## src/rtl/fetch_pkg.sv

```systemverilog
// Shared types for the IF stage: FSM state encoding, NOP word and the IF/ID register layout.
package fetch_pkg;

  typedef enum logic [1:0] {
    IDLE = 2'd0,
    WAIT = 2'd1,
    DROP = 2'd2,
    HELD = 2'd3
  } fetch_state_t;

  localparam logic [31:0] NOP_INST = 32'h0000_0000;

  typedef struct packed {
    logic [31:0] inst;
    logic [31:0] pc;
    logic        valid;
  } if_id_t;

endpackage

```

## src/rtl/fetch_stage_if.sv

```systemverilog
// Single-outstanding instruction-memory handshake between the IF stage and imem.
interface fetch_stage_if;
  logic        req;
  logic [31:0] addr;
  logic        valid;
  logic [31:0] rdata;

  modport master (output req, output addr, input valid, input rdata);
  modport slave  (input req, input addr, output valid, output rdata);
endinterface

```

## src/rtl/fetch_skid.sv

```systemverilog
// Capture register holding an imem response while decode stalls the IF/ID register.
module fetch_skid (
  input  logic        clk,
  input  logic        rst,
  input  logic        load,
  input  logic        clr,
  input  logic [31:0] d,
  output logic [31:0] q,
  output logic        full
);

  always_ff @(posedge clk) begin
    if (rst || clr) begin
      q    <= '0;
      full <= 1'b0;
    end else if (load) begin
      q    <= d;
      full <= 1'b1;
    end
  end

endmodule

```

## src/rtl/fetch_stage.sv

```systemverilog
// MIPS-R2000 instruction-fetch stage: owns the fetch PC, talks to imem, fills the IF/ID register.
module fetch_stage
  import fetch_pkg::*;
#(
  parameter logic [31:0] RESET_PC   = 32'h0000_0000,
  parameter logic [31:0] EXC_VECTOR = 32'h0000_0180
) (
  input  logic                 clk,
  input  logic                 rst,
  input  logic                 hold_pc,
  input  logic                 hold_if,
  input  logic                 br,
  input  logic [31:0]          pc_branch,
  input  logic                 exception,
  fetch_stage_if.master        imem,
  output logic [31:0]          inst_out,
  output logic [31:0]          pc,
  output logic                 if_valid,
  output logic                 flush_id
);

  fetch_state_t state, state_nxt;
  if_id_t       ifid;
  logic [31:0]  fpc, fpc_inc, target, skid_q;
  logic         redirect, req_now, rsp_take, cap_now, skid_load, held_rel, skid_full;

  assign redirect  = exception | br;
  assign target    = exception ? EXC_VECTOR : pc_branch;
  assign fpc_inc   = fpc + 32'd4;
  assign req_now   = (state == IDLE) & ~hold_pc & ~redirect;
  assign rsp_take  = (state == WAIT) & imem.valid;
  assign cap_now   = rsp_take & ~hold_if & ~redirect;
  assign skid_load = rsp_take & hold_if & ~redirect;
  assign held_rel  = (state == HELD) & skid_full & ~hold_if & ~redirect;

  assign imem.req  = req_now;
  assign imem.addr = fpc;

  fetch_skid u_skid (
    .clk  (clk),
    .rst  (rst),
    .load (skid_load),
    .clr  (redirect | held_rel),
    .d    (imem.rdata),
    .q    (skid_q),
    .full (skid_full)
  );

  always_comb begin
    state_nxt = state;
    if (redirect) begin
      // A response still in flight must be swallowed before issuing to the new target.
      case (state)
        WAIT:    state_nxt = imem.valid ? IDLE : DROP;
        DROP:    state_nxt = imem.valid ? IDLE : DROP;
        default: state_nxt = IDLE;
      endcase
    end else begin
      case (state)
        IDLE: if (req_now)    state_nxt = WAIT;
        WAIT: if (imem.valid) state_nxt = hold_if ? HELD : IDLE;
        HELD: if (!hold_if)   state_nxt = IDLE;
        DROP: if (imem.valid) state_nxt = IDLE;
        default:              state_nxt = IDLE;
      endcase
    end
  end

  always_ff @(posedge clk) begin
    if (rst) begin
      state      <= IDLE;
      fpc        <= RESET_PC;
      flush_id   <= 1'b0;
      ifid.inst  <= NOP_INST;
      ifid.pc    <= '0;
      ifid.valid <= 1'b0;
    end else begin
      state    <= state_nxt;
      flush_id <= redirect;

      if (redirect)
        fpc <= target;
      else if (cap_now || held_rel)
        fpc <= fpc_inc;

      // Redirect bubbles IF/ID even under hold_if; otherwise an unloaded cycle
      // inserts a bubble unless decode is holding.
      if (redirect) begin
        ifid.inst  <= NOP_INST;
        ifid.pc    <= '0;
        ifid.valid <= 1'b0;
      end else if (cap_now) begin
        ifid.inst  <= imem.rdata;
        ifid.pc    <= fpc_inc;
        ifid.valid <= 1'b1;
      end else if (held_rel) begin
        ifid.inst  <= skid_q;
        ifid.pc    <= fpc_inc;
        ifid.valid <= 1'b1;
      end else if (!hold_if) begin
        ifid.inst  <= NOP_INST;
        ifid.pc    <= '0;
        ifid.valid <= 1'b0;
      end
    end
  end

  assign inst_out = ifid.inst;
  assign pc       = ifid.pc;
  assign if_valid = ifid.valid;

endmodule

```

## src/flat_wrapper.sv

```systemverilog
// flat-port wrapper written by rule: the top's interface ports become plain ports
module fetch_stage_flat import fetch_pkg::*;
#(
  parameter logic [31:0] RESET_PC   = 32'h0000_0000,
  parameter logic [31:0] EXC_VECTOR = 32'h0000_0180
)
  (clk, rst, hold_pc, hold_if, br, pc_branch, exception, inst_out, pc, if_valid, flush_id, imem_req, imem_addr, imem_valid, imem_rdata);
  fetch_stage_if imem_i ();
  input  logic clk;
  input  logic rst;
  input  logic hold_pc;
  input  logic hold_if;
  input  logic br;
  input  logic [31:0] pc_branch;
  input  logic exception;
  output logic [31:0] inst_out;
  output logic [31:0] pc;
  output logic if_valid;
  output logic flush_id;
  output wire logic [$bits(imem_i.req)-1:0] imem_req;
  output wire logic [$bits(imem_i.addr)-1:0] imem_addr;
  input wire logic [$bits(imem_i.valid)-1:0] imem_valid;
  input wire logic [$bits(imem_i.rdata)-1:0] imem_rdata;
  assign imem_req = imem_i.req;
  assign imem_addr = imem_i.addr;
  assign imem_i.valid = imem_valid;
  assign imem_i.rdata = imem_rdata;
  fetch_stage #(.RESET_PC(RESET_PC), .EXC_VECTOR(EXC_VECTOR)) u_core (.clk(clk), .rst(rst), .hold_pc(hold_pc), .hold_if(hold_if), .br(br), .pc_branch(pc_branch), .exception(exception), .imem(imem_i), .inst_out(inst_out), .pc(pc), .if_valid(if_valid), .flush_id(flush_id));
endmodule
```

## config.mk

```make
export PLATFORM = sky130hd
export DESIGN_NAME = fetch_stage_flat
export DESIGN_NICKNAME = d
export VERILOG_FILES = /design/src/rtl/fetch_pkg.sv /design/src/rtl/fetch_stage_if.sv /design/src/rtl/fetch_skid.sv /design/src/rtl/fetch_stage.sv /design/src/flat_wrapper.sv
export SDC_FILE = /design/constraint.sdc
export NUM_CORES = 1
export LEC_CHECK = 0
export BUFFER_PORTS_ARGS = -buffer_cell sky130_fd_sc_hd__buf_2
export CORE_UTILIZATION = 24
export CTS_CLUSTER_DIAMETER = 30
export DETAILED_ROUTE_END_ITERATION = 10
export GPL_ROUTABILITY_DRIVEN = 1
export HOLD_SLACK_MARGIN = 0.15
export PLACE_DENSITY = 0.4
export SKIP_CTS_REPAIR_TIMING = 1
export SLEW_MARGIN = 20
export SYNTH_ARGS = -nofsm -noshare
export SYNTH_HDL_FRONTEND = slang
export SYNTH_SLANG_ARGS = --single-unit
```

## constraint.sdc

```tcl
create_clock -name clk -period 3.94 [get_ports clk]
set_input_delay 0.985 -clock clk [delete_from_list [all_inputs] [get_ports clk]]
set_output_delay 0.985 -clock clk [all_outputs]
set_load 0.05 [all_outputs]
```

==> flow_summary.json <==
{
  "outcome": "finished, final reports clean",
  "grt_max_degree": 41,
  "n_antenna_cell": 0,
  "final-setup-viol-count": 0,
  "critPathLaunchType": "primary input",
  "grtUsageTotal": 0.1632,
  "cts_sinks": 133,
  "cts_buffers": 17,
  "yosysSeqAreaShare": 0.4652,
  "place.gp.congestion": 0.7686,
  "drtPass1Iterations": 4,
  "cp.required_ns": 2.95,
  "slowest_stage": "or2_2",
  "path_buf_inv": 2,
  "synth_ff_type": "dfxtp_1",
  "crit_type": "primary input to output port",
  "yosys.area_share.simple": 0.2123,
  "crit_family": "simple AND/OR/NAND/NOR gates",
  "synth_edf_count": 0,
  "min_period_ns": 3.187,
  "antenna_found_initial": 2,
  "fmax_mhz": 313.7,
  "cp-end-kind": "output port",
  "maxSlewViolCount": 0,
  "area_delta_synth_final_pct": 30.10,
  "die_y_um": 156.4,
  "io_pins": 170,
  "hpwl_um": 13510,
  "grt_pass1_wl_um": 30330,
  "drive_above_1_share": 0.2740,
  "yosysUniqueCellTypes": 48,
  "syn_inst": 697,
  "wl_um": 19570,
  "viasPerCell": 4.497,
  "synth_area_leaders": "dfxtp_1, nand2_1, o21ai_0",
  "hold_violations": 0,
  "root_buffer": "clkbuf_16",
  "synthMostInstantiatedCell": "nand2_1",
  "final_nets": 928,
  "synth_common_cells": "nand2_1, dfxtp_1, o21ai_0",
  "avgSynthCellArea_sq_um": 8.211,
  "synth_top_family_by_area": "simple AND/OR/NAND/NOR gates",
  "initial_utilization": 0.2445,
  "synth_top_area_share": 0.4652,
  "synth_xor_area_frac": 0.07040,
  "cp_data_arrival_time_ns": 2.20,
  "htree_levels": 4,
  "vias": 5324,
  "skew_ns": 0.008856,
  "holdCritPathClass": "flip-flop to flip-flop",
  "cp_max_fo": 14,
  "rows": 56,
  "overflow": 0,
  "cp_cell_sequence": "buf_2 > or2_2 > nor3b_1 > buf_2",
  "p_leak_nw": 2.958,
  "slew-limit-headroom": 0.5121,
  "synthAdderAreaFrac": 0.01093,
  "synth_warnings": 0,
  "die-area_sq_um": 24470,
  "synth_compound_area_frac": 0.1836,
  "final_area_sq_um": 7446,
  "drtIter0Drc": 307,
  "path_clk_slew_ns": 0.06,
  "power.density_nw_per_um2": 417.5,
  "antenna_left": 0,
  "synth_seq_cells": 133,
  "ctsLongestPathBuffers": 2,
  "route.detailed.drc": 0,
  "syn_nets": 773,
  "cpPeakStageDelay_ns": 0.35,
  "die_w_um": 156.4,
  "cts_tree": "yes",
  "period_share": 0.8090,
  "port_buffers": 169,
  "tightest_slew_ns": 0.7319,
  "muxShareOfSynthArea": 0.01399,
  "fin_util": 0.3182,
  "wl_per_cell_um": 16.53,
  "yosysTopAreaCell": "dfxtp_1",
  "rrSetupSlack_ns": 1.65,
  "clk_latency_ns": 0.42,
  "post-place-ws_ns": 0.7896,
  "path_common_cell": "buf_2",
  "syn_area_sq_um": 5723,
  "coreArea_sq_um": 23400,
  "setup_tns_ns": 0,
  "dp_cells": 1152,
  "rsz0062_at_grt": "false",
  "post_dp_cell_area_sq_um": 6885,
  "worst_ir_drop_vdd_mv": 0.2371,
  "grt_pass1_vias": 5132,
  "postLayoutSetupSlackWorst_ns": 0.7526,
  "fin_cells": 1184,
  "async_flop_share": 0,
  "max_cap_violations": 0
}
## path summary, 6_finish.rpt
| check | startpoint | to | depth (start not counted) |
|---|---|---|---|
| max | br | imem_req | 4 |
| min | u_core.if_valid$_SDFFE_PP0P_ | u_core.if_valid$_SDFFE_PP0P_ | 2 |
| max reg2reg | u_core.imem.addr[2]$_SDFFE_PP0P_ | u_core.imem.addr[28]$_SDFFE_PP0P_ | 7 |
| min reg2reg | u_core.if_valid$_SDFFE_PP0P_ | u_core.if_valid$_SDFFE_PP0P_ | 2 |
## stage by stage
stage / hold WS [ns] / power [mW]
2_1_floorplan: 0.4360 / 1.514
3_3_place_gp: 0.4316 / 1.605
3_5_place_dp: 0.4368 / 1.603
4_1_cts: 0.4467 / 3.159
5_1_grt: 0.4645 / 3.234
6_report: 0.4415 / 3.109
## logic make-up after synthesis
group	count (synthesis)
compound gates	187
fa+ha+maj	5
buf+inv	55
simple gates	263
mux	8
flops	133
xor+xnor	46
## cells in the final DEF, fill, tap and decap left out, types with 6 or more instances in the layout
master / n
nand2_1: 162
xnor2_1: 15
nor2_1: 24
a22o_1: 6
o21ai_0: 74
buf_4: 15
nand4_1: 17
buf_2: 169
mux2i_1: 8
a21oi_1: 46
inv_1: 7
xor2_1: 31
nor3_1: 6
o22ai_1: 30
inv_6: 8
clkbuf_16: 17
nand3_1: 16
dfxtp_1: 133
o21ai_1: 10
## registers in the layout, indices dropped and copies added, names as in the netlist
| name | flops |
|---|---|
| u_core.imem.addr | 32 |
| u_core.flush_id | 1 |
| u_core.pc | 32 |
| u_core.u_skid.full | 1 |
| u_core.state | 2 |
| u_core.if_valid | 1 |
| u_core.inst_out | 32 |
| u_core.u_skid.q | 32 |
## worst reg2reg max path, delay by kind of cell, from the launching register on
kind	cells	cell delay, ns
AO/OA/AOI/OAI	1	0.08
adder cells (fa/ha/maj)	1	0.30
buffers and inverters	1	0.28
flip-flops	1	0.53
multiplexers	1	0.21
AND/OR/NAND/NOR	3	0.79
## cell type report
class | instances | area (sq um)
repair buffers | 184 | 958.4
well taps | 319 | 399.1
inverters | 7 | 26.28
clock buffers | 17 | 425.4
flip-flops and latches | 133 | 2663
clock inverters | 15 | 135.1
multi-input cells | 509 | 2839
fillers | 2580 | 15960
## per-layer routing
metal | up-vias | global-route usage | share of wire
met5 | - | 0 | 0.0011
met4 | 4 | 0.03782 | 0.0083
met3 | 14 | 0.04292 | 0.049
met2 | 124 | 0.2574 | 0.45
met1 | 2455 | 0.2209 | 0.49
li1 | 2727 | - | -
## power breakdown
group / total [mW] / internal [mW] / switching (mW) / leakage, nW
clock: 1.54 / 0.834 / 0.704 / 0.268
sequential: 1.38 / 1.36 / 0.0245 / 1.07
combinational: 0.189 / 0.0627 / 0.126 / 1.61
total: 3.11 / 2.25 / 0.854 / 2.96
Power figures use the tool's default switching activity.
